<file path="src/rtl/apb_master_pkg.sv">
// ============================================================================
// Module  : apb_master_pkg
// Brief   : Shared state encoding and wait-counter width for the APB master.
// Revision: 1.0 - initial release
// ============================================================================
`default_nettype none

package apb_master_pkg;

    localparam logic [1:0] c_IDLE   = 2'b00;
    localparam logic [1:0] c_SETUP  = 2'b01;
    localparam logic [1:0] c_ACCESS = 2'b10;

    localparam int c_TCNT_W = 16;

endpackage

`default_nettype wire

</file>
<file path="src/rtl/apb_master_wdog.sv">
// ============================================================================
// Module  : apb_master_wdog
// Brief   : ACCESS-phase wait counter; expires on the LIMIT-th stalled cycle.
//           Built only when APB_MASTER_TIMEOUT_EN is defined.
// Revision: 1.0 - initial release
// ============================================================================
`default_nettype none

`ifdef APB_MASTER_TIMEOUT_EN
module apb_master_wdog
    import apb_master_pkg::*;
#(
    parameter int LIMIT = 16
) (
    input  logic clk,
    input  logic rst,
    input  logic i_clr,
    input  logic i_en,
    output logic o_expire
);

    localparam logic [c_TCNT_W-1:0] c_LAST = c_TCNT_W'(LIMIT - 1);

    logic [c_TCNT_W-1:0] r_count;

    always_ff @(posedge clk or posedge rst) begin
        if (rst) begin
            r_count <= '0;
        end else if (i_clr) begin
            r_count <= '0;
        end else if (i_en) begin
            r_count <= r_count + 1'b1;
        end
    end

    // Only a stalled cycle can expire; a ready slave always wins.
    assign o_expire = i_en && (r_count == c_LAST);

endmodule
`endif

`default_nettype wire

</file>
<file path="src/rtl/apb_master_bridge.sv">
// ============================================================================
// Module  : apb_master_bridge
// Brief   : valid/ready command to APB3 initiator, one response per command.
//           Optional ACCESS timeout enabled by macro APB_MASTER_TIMEOUT_EN.
// Revision: 1.0 - initial release
// ============================================================================
`default_nettype none

module apb_master_bridge
    import apb_master_pkg::*;
#(
    parameter int AWIDTH  = 8,
    parameter int DWIDTH  = 8,
    parameter int TIMEOUT = 16
) (
    input  logic              PCLK,
    input  logic              PRESET,
    input  logic              cmd_valid,
    output logic              cmd_ready,
    input  logic              cmd_write,
    input  logic [AWIDTH-1:0] cmd_addr,
    input  logic [DWIDTH-1:0] cmd_wdata,
    output logic              rsp_valid,
    output logic [DWIDTH-1:0] rsp_rdata,
    output logic              rsp_err,
    output logic              PSEL,
    output logic              PENABLE,
    output logic              PWRITE,
    output logic [AWIDTH-1:0] PADDR,
    output logic [DWIDTH-1:0] PWDATA,
    input  logic [DWIDTH-1:0] PRDATA,
    input  logic              PREADY
);

    logic [1:0] r_state;
    logic       w_expire;

    if (TIMEOUT < 2 || TIMEOUT > 65535) begin : g_timeout_range
        $error("apb_master_bridge: TIMEOUT must be within 2..65535");
    end

`ifdef APB_MASTER_TIMEOUT_EN
    apb_master_wdog #(
        .LIMIT (TIMEOUT)
    ) u_wdog (
        .clk      (PCLK),
        .rst      (PRESET),
        .i_clr    (r_state == c_SETUP),
        .i_en     ((r_state == c_ACCESS) && !PREADY),
        .o_expire (w_expire)
    );
`else
    assign w_expire = 1'b0;
`endif

    always_ff @(posedge PCLK or posedge PRESET) begin
        if (PRESET) begin
            r_state   <= c_IDLE;
            cmd_ready <= 1'b1;
            rsp_valid <= 1'b0;
            rsp_rdata <= '0;
            rsp_err   <= 1'b0;
            PSEL      <= 1'b0;
            PENABLE   <= 1'b0;
            PWRITE    <= 1'b0;
            PADDR     <= '0;
            PWDATA    <= '0;
        end else begin
            rsp_valid <= 1'b0;
            case (r_state)
                c_IDLE: begin
                    if (cmd_valid && cmd_ready) begin
                        PADDR     <= cmd_addr;
                        PWRITE    <= cmd_write;
                        PWDATA    <= cmd_wdata;
                        PSEL      <= 1'b1;
                        cmd_ready <= 1'b0;
                        r_state   <= c_SETUP;
                    end
                end
                c_SETUP: begin
                    PENABLE <= 1'b1;
                    r_state <= c_ACCESS;
                end
                c_ACCESS: begin
                    // PREADY is checked first so a late-ready slave beats the timeout.
                    if (PREADY) begin
                        rsp_valid <= 1'b1;
                        rsp_rdata <= PWRITE ? '0 : PRDATA;
                        rsp_err   <= 1'b0;
                        PSEL      <= 1'b0;
                        PENABLE   <= 1'b0;
                        cmd_ready <= 1'b1;
                        r_state   <= c_IDLE;
                    end else if (w_expire) begin
                        rsp_valid <= 1'b1;
                        rsp_rdata <= '0;
                        rsp_err   <= 1'b1;
                        PSEL      <= 1'b0;
                        PENABLE   <= 1'b0;
                        cmd_ready <= 1'b1;
                        r_state   <= c_IDLE;
                    end
                end
                default: begin
                    PSEL      <= 1'b0;
                    PENABLE   <= 1'b0;
                    cmd_ready <= 1'b1;
                    r_state   <= c_IDLE;
                end
            endcase
        end
    end

endmodule

`default_nettype wire

</file>
<file path="config.mk">
export PLATFORM = sky130hd
export DESIGN_NAME = apb_master_bridge
export DESIGN_NICKNAME = d
export VERILOG_FILES = /design/src/rtl/apb_master_pkg.sv /design/src/rtl/apb_master_wdog.sv /design/src/rtl/apb_master_bridge.sv
export SDC_FILE = /design/constraint.sdc
export NUM_CORES = 1
export LEC_CHECK = 0
export CORE_MARGIN = 4
export CORE_UTILIZATION = 35
export DETAILED_ROUTE_END_ITERATION = 7
export PLACE_DENSITY_LB_ADDON = 0.2
export SLEW_MARGIN = 30
export SYNTH_ARGS = -nofsm -noshare
export SYNTH_HDL_FRONTEND = slang
export SYNTH_HIERARCHICAL = 1
export SYNTH_SLANG_ARGS = --single-unit
export TNS_END_PERCENT = 10
</file>
<file path="constraint.sdc">
create_clock -name PCLK -period 2.4 [get_ports PCLK]
set_input_delay 0.48 -clock PCLK [delete_from_list [all_inputs] [get_ports PCLK]]
set_output_delay 0.48 -clock PCLK [all_outputs]
set_load 0.03 [all_outputs]
</file>
==> qor.yml, run 1 <==
ys_ff_latch: 31
timing.rr.start: "cmd_ready"
clockBufferDepth: 2
holdBufCountCts: 0
gp_congestion: 0.685
synthAdderAreaFrac: 0
io-pin-count: 59
htreeDepth: 2
worst_pin_slew_ps: 515
peakVddDrop_mv: 0.367
first_iter_violations: 23
core-area_um2: 3390
min_period_over_period: 0.845
wire_per_inst_um: 13.5
synthSimpleGateAreaFrac: 0.0949
fin_area_um2: 1910
cts_buffers: 5
period_minus_slack_ps: 2030
grt_pass1_wl_mm: 4.43
placedCellCount: 193
synth_area_um2: 1250
synth_compound_area_frac: 0.0609
final_net_count: 183
post_cts_resized: 0
fmax_mhz: 493
synth_top_family_by_area: "multiplexers"
ff2ff_setup_slack_ps: 960
maxSlewViolCount: 0
crit_slowest_cell: "clkdlybuf4s50_1"
critical_path_class: "reg -> out"
cap_violations: 0
arrival_ps: 1550
crit_start: "cmd_ready"
grt_setup_unrepaired: "false"
critPathTopFamily: "buffers and inverters"
antenna_found_initial: 0
worstPathMaxFanout: 4
insertion_delay_ps: 320
antenna_cells: 0
hpwlAfterDp_mm: 2.03
skew_ps: 10.0
grt_pass1_vias: 955
clkTransAtPathRegs_ps: 90
worst_r2r_path_depth: 3
hold_path.class: "reg -> reg"
cts_sinks: 31
muxShareOfSynthArea: 0.177
synth_cells: 91
antenna_left: 0
synth-xor-area-share: 0
reg2reg_to: "PWDATA[4]"
gr-total-overflow: 0
synth_area_per_cell_um2: 13.8
crit_buf_inv: 1
syn_to_final_growth_pct: 52.4
die-height_um: 67.8
rows: 21
seq_area_frac_synth: 0.620
setup.worst_path.end: "cmd_ready"
power_w: 0.00144
status: "completed"
drive_above_1_share: 0.181
ys_types: 20
p_per_area_nw_per_um2: 754
grt_usage: 0.133
wirelength_mm: 2.72
grt_start_max_net_pins: 32
cp.required_ps: 1920
cts_setup_buffers: 0
startpoint_type: "register"
setup_tns_ps: 0
fin_cells: 201
dpl_cell_area_um2: 1860
crit_chain: "clkdlybuf4s50_1"
hold_violations: 0
die_area_um2: 4600
relSlewSlack: 0.656
die_x_um: 67.8
p_leak_nw: 0.880
crit_path_end_kind: "output pin"
vias_per_cell: 4.37
slowest_delay_ps: 680
drc: 0
io_buffers: 57
vias: 879
cts_tree: "done"
firstDrtPassIters: 4
initial_utilization: 0.370
path_depth: 1
finalSetupViolCount: 0
synth_nets: 120
cts_root_buf: "clkbuf_4"
ys_warn_count: 6
==> cells in the final DEF, fill, tap and decap left out <==
cell             netlist  routed
nor2_1                 2       2
a21o_2                 1       1
mux2_4                 8       8
nand2_1                8       8
conb_1                 1       1
inv_1                  3       3
clkinv_2               0       1
and4bb_1               1       1
a21oi_1                1       1
mux2_2                 9       9
buf_4                  1       3
dfrtp_1               30      30
clkdlybuf4s50_1        0      57
nand3b_1               1       1
clkbuf_1               0       2
nand2b_1               9       9
o22a_1                 2       2
nor3_1                 1       1
dfstp_2                1       1
clkbuf_4               0       5
o21ai_0                9       9
==> cells by family after synthesis <==
family | after synthesis
flip-flops | 31
AND/OR/NAND/NOR | 22
multiplexers | 17
AO/OA/AOI/OAI | 13
buffers and inverters | 7
other | 1
==> cell usage after synthesis (all sizes together) <==
library cell	count	area [µm²]
nand2	8	30.0
a21oi	1	5.00
o21ai	9	45.0
dfstp	1	26.3
a21o	1	8.76
o22a	2	17.5
nor3	1	5.00
nand3b	1	7.51
and4bb	1	12.5
conb	1	3.75
nand2b	9	56.3
buf	4	43.8
mux2	17	221
inv	3	11.3
dfrtp	30	751
nor2	2	7.51
==> worst min path at each step <==
stage / start / endpoint / slack [ps] / cells past startpoint
2_1_floorplan: r_state[1] / cmd_ready / 520 / 1
3_3_place_gp: rsp_rdata[3] / rsp_rdata[3] / 460 / 2
3_5_place_dp: rsp_rdata[3] / rsp_rdata[3] / 480 / 2
4_1_cts: rsp_rdata[3] / rsp_rdata[3] / 500 / 2
5_1_grt: rsp_rdata[3] / rsp_rdata[3] / 530 / 2
6_report: rsp_rdata[3] / rsp_rdata[3] / 490 / 2
==> layout make-up <==
cell class | instances | area, µm²
fillers | 300 | 1480
repair buffers | 60 | 593
flip-flops and latches | 31 | 777
inverters | 3 | 11.3
multi-input cells | 53 | 420
clock buffers | 7 | 45.0
clock inverters | 1 | 5.00
well taps | 46 | 57.6
==> flip-flops by register name (all words and copies together) (netlist names) <==
register	flops
rsp_valid	1
PSEL	1
PENABLE	1
PWDATA	8
cmd_ready	1
rsp_rdata	8
PWRITE	1
PADDR	8
r_state	2
==> per-layer routing <==
layer / routed length [µm] / vias up / part of all wire / global-route usage
met5: 0 / - / 0 / 0
met1: 1080 / 413 / 0.40 / 0.150
met4: 10 / 0 / 0.0037 / 0.0372
met3: 214 / 2 / 0.079 / 0.0575
met2: 1410 / 31 / 0.52 / 0.230
li1: - / 433 / - / -
==> report_power, final <==
group,internal (W),switching [W],total [W],leakage (nW)
registers,0.000606,0.0000496,0.000655,0.410
clock network,0.000114,0.000167,0.000281,0.0293
logic,0.000245,0.000258,0.000503,0.441
total,0.000965,0.000474,0.00144,0.880
==> stage by stage <==
step / utilization / setup slack [ps] / hold slack (ps)
2_1_floorplan: - / 869 / 520
6_report: 0.563 / 371 / 493
3_3_place_gp: 0.549 / 560 / 464
5_1_grt: 0.563 / 280 / 529
4_1_cts: 0.563 / 339 / 498
3_5_place_dp: 0.549 / 496 / 477
Power figures use the tool's default switching activity.
==> run 2, diff against run 1 <==
- clock period: 2.4 -> 1.8 ns (I/O delays scaled with it)
==> run 2 against run 1 <==
Effect of this change: design area increased by 3.0%; clock-buffer cell count decreased by 1; sequential share of layout area decreased by 1.2 points; critical endpoint is now PADDR[2]; largest cell class unchanged.
==> qor.yml, run 2 (same netlist as run 1, synthesis figures left out) <==
status: "completed"
die_x_um: 67.8
p_int_w: 0.00132
clockBufferDepth: 2
cts_root_buf: "clkbuf_4"
crit_path_end_kind: "output pin"
insertion_delay_ps: 330
grt_start_max_net_pins: 18
vias: 897
grt_setup_unrepaired: "false"
worst_r2r_path_depth: 3
cts_tree: "done"
drive_above_1_share: 0.204
antenna_cells: 0
cts_sinks: 31
gp_congestion: 0.676
hold_path.class: "in -> async"
crit_chain: "clkdlybuf4s50_1"
layout.cells.most_common_list: "54 x clkdlybuf4s50_1, 30 x dfrtp_1, 9 x nand2b_1, 9 x o21ai_0, 9 x mux2_2"
htreeDepth: 2
maxSlewViolCount: 0
hold_violations: 0
syn_to_final_growth_pct: 57.0
path_depth: 1
cp.required_ps: 1440
timing.rr.start: "cmd_ready"
fin_area_um2: 1970
seqPwrFrac: 0.444
finalSetupViolCount: 0
initial_utilization: 0.370
fmax_mhz: 577
drc: 0
peakVddDrop_mv: 0.442
final_util: 0.580
netSwitchingFraction: 0.323
io-pin-count: 59
die_area_um2: 4600
rows: 21
grt_pass1_wl_mm: 4.38
firstDrtPassIters: 4
core-area_um2: 3390
antenna_found_initial: 0
dpl_cell_area_um2: 1910
period_minus_slack_ps: 1730
cts_setup_buffers: 0
p_clk_frac: 0.206
io_buffers: 57
skew_ps: 12.0
p_per_area_nw_per_um2: 992
cts_buffers: 5
worstPathMaxFanout: 2
wire_per_inst_um: 14.0
final_common_cell: "clkdlybuf4s50_1"
die-height_um: 67.8
slowest_delay_ps: 670
clkTransAtPathRegs_ps: 100
vias_per_cell: 4.42
cap_violations: 0
crit_start: "PADDR[2]"
critPathTopFamily: "buffers and inverters"
final_net_count: 186
arrival_ps: 1370
gr-total-overflow: 0
crit_slowest_cell: "clkdlybuf4s50_1"
comb_power_share: 0.349
startpoint_type: "register"
power_w: 0.00195
hpwlAfterDp_mm: 2.24
top_regs: "PADDR x8, PWDATA x8, rsp_rdata x8"
crit_buf_inv: 1
wirelength_mm: 2.83
p_leak_nw: 0.942
p_switching_w: 0.000631
grt_pass1_vias: 914
min_period_over_period: 0.963
first_iter_violations: 17
critical_path_class: "reg -> out"
grt_usage: 0.135
antenna_left: 0
==> run 2: cell count changes in the layout (fill, tap and decap cells not counted) <==
cell,delta
clkdlybuf4s50_1,-3
buf_12,+2
clkbuf_1,-2
dlymetal6s2s_1,+2
buf_4,+1
clkbuf_8,+1
dlygate4sd2_1,+1
==> run 2: metrics by stage <==
step	hold WS, ps	cells	worst slack (ps)	setup TNS, ps
2_1_floorplan	463	91	269	0
3_3_place_gp	462	196	26.7	0
3_5_place_dp	472	196	-7.17	-7.17
4_1_cts	348	203	34.8	0
5_1_grt	376	203	3.04	0
6_report	347	203	66.5	0
==> run 2: what timing repair did <==
action,4_1_cts,5_1_grt
gates resized for setup,1,2
endpoints found under the setup margin,1,2
hold buffers,0,0
==> run 2: layout make-up <==
class | instances | area [µm²]
clock buffers | 6 | 51.3
repair buffers | 63 | 644
multi-input cells | 53 | 420
flip-flops and latches | 31 | 777
clock inverters | 1 | 5.00
inverters | 3 | 11.3
well taps | 46 | 57.6
fillers | 274 | 1420
==> run 2: power by group through the flow <==
stage	Clock [W]	Combinational, W	Sequential, W
floorplan	0	0.000130	0.00111
global placement	0	0.000684	0.000879
detailed placement	0	0.000691	0.000883
CTS	0.000419	0.000692	0.000870
global route	0.000450	0.000723	0.000884
finish	0.000402	0.000681	0.000867
==> run 2: final timing paths <==
kind | to | slack, ps
setup / recovery | PADDR[2] | 70
hold / removal | PADDR[7] | 350
setup reg to reg | PADDR[7] | 320
hold reg to reg | rsp_rdata[5] | 490
max in group asynchronous | cmd_ready | 1200
min in group PCLK | rsp_rdata[5] | 490
==> run 2: metal layers <==
metal / up-vias / wire [µm] / global-route usage
met2: 31 / 1470 / 0.217
met3: 4 / 208 / 0.0443
met1: 426 / 1120 / 0.155
met5: - / 0 / 0
met4: 0 / 36 / 0.0819
li1: 436 / - / -
==> variant 1, RTL diff (settings of run 2) <==
Build with the macro `APB_MASTER_TIMEOUT_EN` defined.
--- a/src/rtl/apb_master_wdog.sv
+++ b/src/rtl/apb_master_wdog.sv
@@ -7,2 +7,4 @@
 `default_nettype none
+
+`define APB_MASTER_TIMEOUT_EN
 
Function: no difference found for any inputs over 10 cycles, from zero or initial values and one cycle with PRESET high; that may be too few to reach the edited logic, so the function may still have changed.
==> variant 1 against run 2 <==
Global-route usage about the same. Clock power grew 52%. Routed wire length grew 67%. Core utilization shrank 5.9 points. Critical endpoint is now rsp_rdata[2]. Design area up 58%. Synthesized area rose by 72%. Register-to-register slack worse by 0.25 ns. Combinational power rose by 120%. Largest power group unchanged. Critical path depth up 5. Setup slack hardly changed. Die area up 63%. Sequential cell count up 17. Total power increased by 86%.
==> variant 1: results (changes against run 2) <==
wire length of the first global-routing pass 7.94 mm (+81%); antenna violations before repair 0 (unchanged); cell internal pwr 2.34 mW (+77%); Layout Nets 296 (+59%); number of instances in the placed design 332 (+69%); worst setup path end rsp_rdata[2]; CTS clock-pin slew for the worst setup and hold paths roughly 0.09 ns; number of unique standard cell types used by synthesis 37 (+85%); Diodes inserted 0 (unchanged); peak per-stage delay on the critical path 0.56 ns (-0.11 ns); met1 capacity usage during global routing 16.6% (+1.1 points); clock skew after layout 0.00684 ns (-0.00512 ns); largest net degree at the start of global routing 33 (+15); register containing the most flip-flops in the final layout u_wdog/r_count; Hold Crit Class in2async; via count of the first global-routing pass 1707 (+87%); cell at the root of the clock tree sky130_fd_sc_hd__clkbuf_8; share of synthesized flip-flops with an asynchronous set or reset 100% (unchanged); startpoint of the worst setup timing path u_wdog/r_count[7]; commonest cells in the synthesized netlist sky130_fd_sc_hd__dfrtp_1, sky130_fd_sc_hd__nor2_1, sky130_fd_sc_hd__o21ai_0, sky130_fd_sc_hd__nand2_1, sky130_fd_sc_hd__mux2_2; port bufs 58 (+1.8%); violation count after the first detailed-route iteration 66 (+49); post-synthesis net count 217 (+81%); global routing met3 resource utilization 5.13% (+0.70 points); number of clock buffers inserted by TritonCTS 5 (unchanged); end of the worst register-to-register path rsp_rdata[2]; synth top area cells sky130_fd_sc_hd__dfrtp_1, sky130_fd_sc_hd__mux2_4, sky130_fd_sc_hd__mux2_2; DP Worst Slack -0.303 ns (-0.296 ns); critical-path cell with the highest stage delay sky130_fd_sc_hd__or4_4; Tightest Pin Transition 0.424 ns; fraction of the yosys area taken by sequential cells 55.7% (-6.4 points); fraction of met2 tracks used by global routing 22.0% (+0.23 points); family of cells with the greatest summed delay on the critical path simple AND/OR/NAND/NOR gates; Clock Path Buffers 2 (unchanged); run status complete, no violations; share of final-layout standard cells stronger than drive strength 1 24.1% (+3.7 points); leakage power of the design 1.36 nW (+44%); flop-to-flop setup slack 0.07 ns (-0.25 ns); maximum level of the CTS H-tree 2 (unchanged); critical path data arrival time 1.90 ns (+0.53 ns); Post-Layout Cell Count 341 (+68%); final weighted congestion in routability-driven placement 0.736 (+8.9%); Overall Global Routing Usage 13.5% (+0.028 points); vias per cell 4.77 (+7.8%); detailed placer's ending HPWL 3.40 mm (+52%); largest voltage drop on the vdd net 665 µV (+51%); Final Routed Wirelength 4.74 mm (+67%); first-pass iteration count of the detailed router 4 (unchanged); highest-utilization routing layer at the global route stage met2; flip-flop count of the largest register, all copies and words added 16; number of standard cells after synthesis 187 (+110%); Filler Cells Inserted 545 (+99%); worst-path maximum fanout 5 (+3); source-to-sink clock delay at the later pin of the worst-skew pair 0.29 ns (-0.04 ns); count of cells along the worst register-to-register path 6 (+3)
[variant 1: cell families (layout without fill, tap and decap cells)]
kind of cell | after synthesis | in the layout | share of synthesized area [%]
DFF | 48 | 48 | 55.7
muxes | 19 | 19 | 11.2
buffers and inverters | 13 | 91 | 3.71
AOI/OAI and AO/OA | 33 | 33 | 9.15
adders and majority gates | 1 | 1 | 0.579
xor gates and xnor gates | 10 | 10 | 4.06
and+or+nand+nor | 63 | 64 | 15.6
[variant 1: through the flow]
step                      instance area, µm²  total power [mW]  utilization [%]
after CTS                               3060              3.66             51.4
after global placement                  2970              3.02             49.8
after global routing                    3110              3.83             52.1
after floorplan                         2170              2.39                -
after detailed placement                2970              3.04             49.8
final                                   3110              3.62             52.1
[variant 1: worst min-delay path by stage]
| stage | from | to | slack, ns |
|---|---|---|---|
| after floorplan | PRESET | u_wdog/r_count[0] | 0.27 |
| final | PRESET | u_wdog/r_count[12] | 0.39 |
| after CTS | PRESET | u_wdog/r_count[12] | 0.39 |
| after detailed placement | cmd_ready | cmd_ready | 0.46 |
| after global routing | PRESET | u_wdog/r_count[12] | 0.42 |
| after global placement | cmd_ready | cmd_ready | 0.46 |
[variant 1: layout make-up]
| cell class | count | area share (%) |
|---|---|---|
| clock buffers | 6 | 2.34 |
| repair buffers | 77 | 24.6 |
| clock inverters | 1 | 0.161 |
| flip-flops and latches | 48 | 38.7 |
| well taps | 75 | 3.02 |
| inverters | 7 | 0.846 |
| multi-input cells | 127 | 30.3 |
[variant 1: metal layers]
metal  routed length, µm  share of wire (%)
met3                 349                7.4
met5                   0                  0
met2                2340                 49
met1                1990                 42
met4                  52                1.1
[variant 1: tightest hold or removal path: cells and delay by family]
kind | cells | cell delay [ns]
buf+inv | 3 | 0.70
[variant 1: timing repair]
action                     CTS  global route
setup endpoints to repair   10            15
hold endpoints to repair     0             0
pin swaps                    1             2
setup buffers                0             1
gates resized for setup      5            12
cloned                       0             1
hold buffers                 0             0
[variant 1: power by group through the flow]
stage	logic (mW)	clock network, mW	registers, mW
2_1_floorplan	0.384	0	2.00
3_3_place_gp	1.47	0	1.55
3_5_place_dp	1.48	0	1.55
4_1_cts	1.49	0.638	1.54
5_1_grt	1.57	0.673	1.58
6_report	1.47	0.610	1.54
==> variant 2, RTL diff (config.mk and constraints of run 2) <==
Without the edit above. Set the parameter `AWIDTH` to 9 (it was 8).
--- a/src/rtl/apb_master_bridge.sv
+++ b/src/rtl/apb_master_bridge.sv
@@ -11,3 +11,3 @@
 #(
-    parameter int AWIDTH  = 8,
+    parameter int AWIDTH  = 9,
     parameter int DWIDTH  = 8,
Interface: changed (resized PADDR and cmd_addr); port bits go from 59 to 61. No check against the original RTL was run, so the function may have changed too.
==> variant 2 against run 2 <==
Critical path depth did not move. Setup slack improved by 0.048 ns. Design area rose by 5.0%. Routed wire length fell by 0.99%. Count of clock-buffer cells in the layout did not move. Sequential cell count rose by 1. Non-clock buffer count fell by 1. Total power rose by 11%. Highest routed layer unchanged. Combinational power rose by 5.1%. Synthesized area rose by 5.6%.
==> variant 2: results (changes against run 2) <==
run status complete, no violations; flop-to-flop setup slack 0.38 ns (+0.06 ns); most common flop cell mapped by yosys sky130_fd_sc_hd__dfrtp_1; critical-path cell with the highest stage delay sky130_fd_sc_hd__clkdlybuf4s50_1; cell at the root of the clock tree sky130_fd_sc_hd__clkbuf_8; Final Routed Wirelength 2.81 mm (-0.99%); synth top area cells sky130_fd_sc_hd__dfrtp_1, sky130_fd_sc_hd__mux2_4, sky130_fd_sc_hd__nand2b_1; commonest cells in the synthesized netlist sky130_fd_sc_hd__dfrtp_1, sky130_fd_sc_hd__mux2_4, sky130_fd_sc_hd__nand2b_1, sky130_fd_sc_hd__o21ai_0, sky130_fd_sc_hd__nand2_1; Filler Cells Inserted 324 (+18%); via count of the first global-routing pass 1017 (+11%); share of final-layout standard cells stronger than drive strength 1 20.8% (+0.37 points); number of unique standard cell types used by synthesis 19 (-5.0%); share of synthesized flip-flops with an asynchronous set or reset 100% (unchanged); Top Registers PADDR: 9 flops, PWDATA: 8 flops, rsp_rdata: 8 flops; post-synthesis net count 123 (+2.5%); critical path data arrival time 1.33 ns (-0.04 ns); final weighted congestion in routability-driven placement 0.697 (+3.1%); total via count in the routed design 907 (+1.1%); switching power 0.673 mW (+6.6%); peak per-stage delay on the critical path 0.69 ns (+0.02 ns); number of instances in the placed design 199 (+1.5%); source-to-sink clock delay at the later pin of the worst-skew pair 0.28 ns (-0.05 ns); wire length of the first global-routing pass 4.84 mm (+10%); largest voltage drop on the vdd net 609 µV (+38%); family of cells with the greatest summed delay on the critical path buffers and inverters; port bufs 59 (+3.5%); Hold Crit Class in2async; fraction of the yosys area taken by sequential cells 60.6% (-1.4 points); Avg Synthesized Cell Area 14.2 µm² (+3.3%); first-pass iteration count of the detailed router 3 (-1); DP Worst Slack 0.0585 ns (+0.0657 ns); CTS clock-pin slew for the worst setup and hold paths 0.06 ns (-0.04 ns); worst-path maximum fanout 2 (unchanged); detailed placer's ending HPWL 2.12 mm (-5.6%); Clock Path Buffers 2 (unchanged); leakage power of the design 0.939 nW (-0.35%); largest net degree at the start of global routing 33 (+15); Diodes inserted 0 (unchanged); end of the worst register-to-register path PADDR[0]; Layout Nets 188 (+1.1%); vias per cell 4.38 (-0.84%); Overall Global Routing Usage 12.8% (-0.66 points); maximum level of the CTS H-tree 2 (unchanged); clock skew after layout 0.00249 ns (-0.00947 ns); violation count after the first detailed-route iteration 24 (+7); count of warnings emitted by yosys 6 (unchanged); number of clock buffers inserted by TritonCTS 5 (unchanged); Reg2Reg Launch Point cmd_ready; minimum clock period after layout 1.69 ns (-0.0483 ns)
-- variant 2: worst max-delay path by stage --
stage                     startpoint        end  depth (start not counted)
after global placement     cmd_valid   PADDR[8]                          4
final                       PADDR[5]   PADDR[5]                          1
after detailed placement   cmd_valid  PWDATA[3]                          4
after CTS                   PADDR[5]   PADDR[5]                          1
after global routing        PADDR[5]   PADDR[5]                          1
after floorplan            cmd_ready   PADDR[0]                          3
-- variant 2: repair_timing --
item                       in CTS  in global routing
resized for setup               1                  0
setup endpoints to repair       1                  0
hold buffers                    0                  0
-- variant 2: layer usage --
metal / track usage (%) / up-vias / share of wire [%]
met1: 14.6 / 426 / 40
li1: - / 437 / -
met5: 0 / - / 0
met3: 7.10 / 6 / 9.0
met2: 20.4 / 38 / 50
met4: 3.90 / 0 / 1.4
-- variant 2: power by group through the flow --
stage                     Sequential [mW]  Clock [mW]  Combinational (mW)
after floorplan                      1.14           0               0.151
after global placement              0.908           0               0.717
after detailed placement            0.914           0               0.726
after CTS                           0.904       0.573               0.727
after global routing                0.914       0.619               0.760
final                               0.901       0.554               0.716
-- variant 2: logic make-up after synthesis --
logic type,synth area share (%)
flip-flops,60.6
AND/OR/NAND/NOR,9.27
buffers and inverters,3.50
AO/OA/AOI/OAI,5.87
multiplexers,20.4
other,0.284
-- variant 2: through the flow --
stage / area (µm²) / hold slack (ns)
floorplan: 1320 / 0.475
global placement: 1970 / 0.467
detailed placement: 1970 / 0.476
CTS: 2060 / 0.474
global route: 2060 / 0.501
finish: 2060 / 0.459
-- variant 2: final cells by class --
type | instances | area (µm²) | share of cell area, %
timing repair buffer | 62 | 624 | 30.2
clock buffer | 6 | 82.6 | 4.00
sequential | 32 | 802 | 38.8
multi-input combinational | 54 | 474 | 23.0
clock inverter | 2 | 10.0 | 0.485
tap | 48 | 60.1 | 2.91
inverter | 3 | 11.3 | 0.545
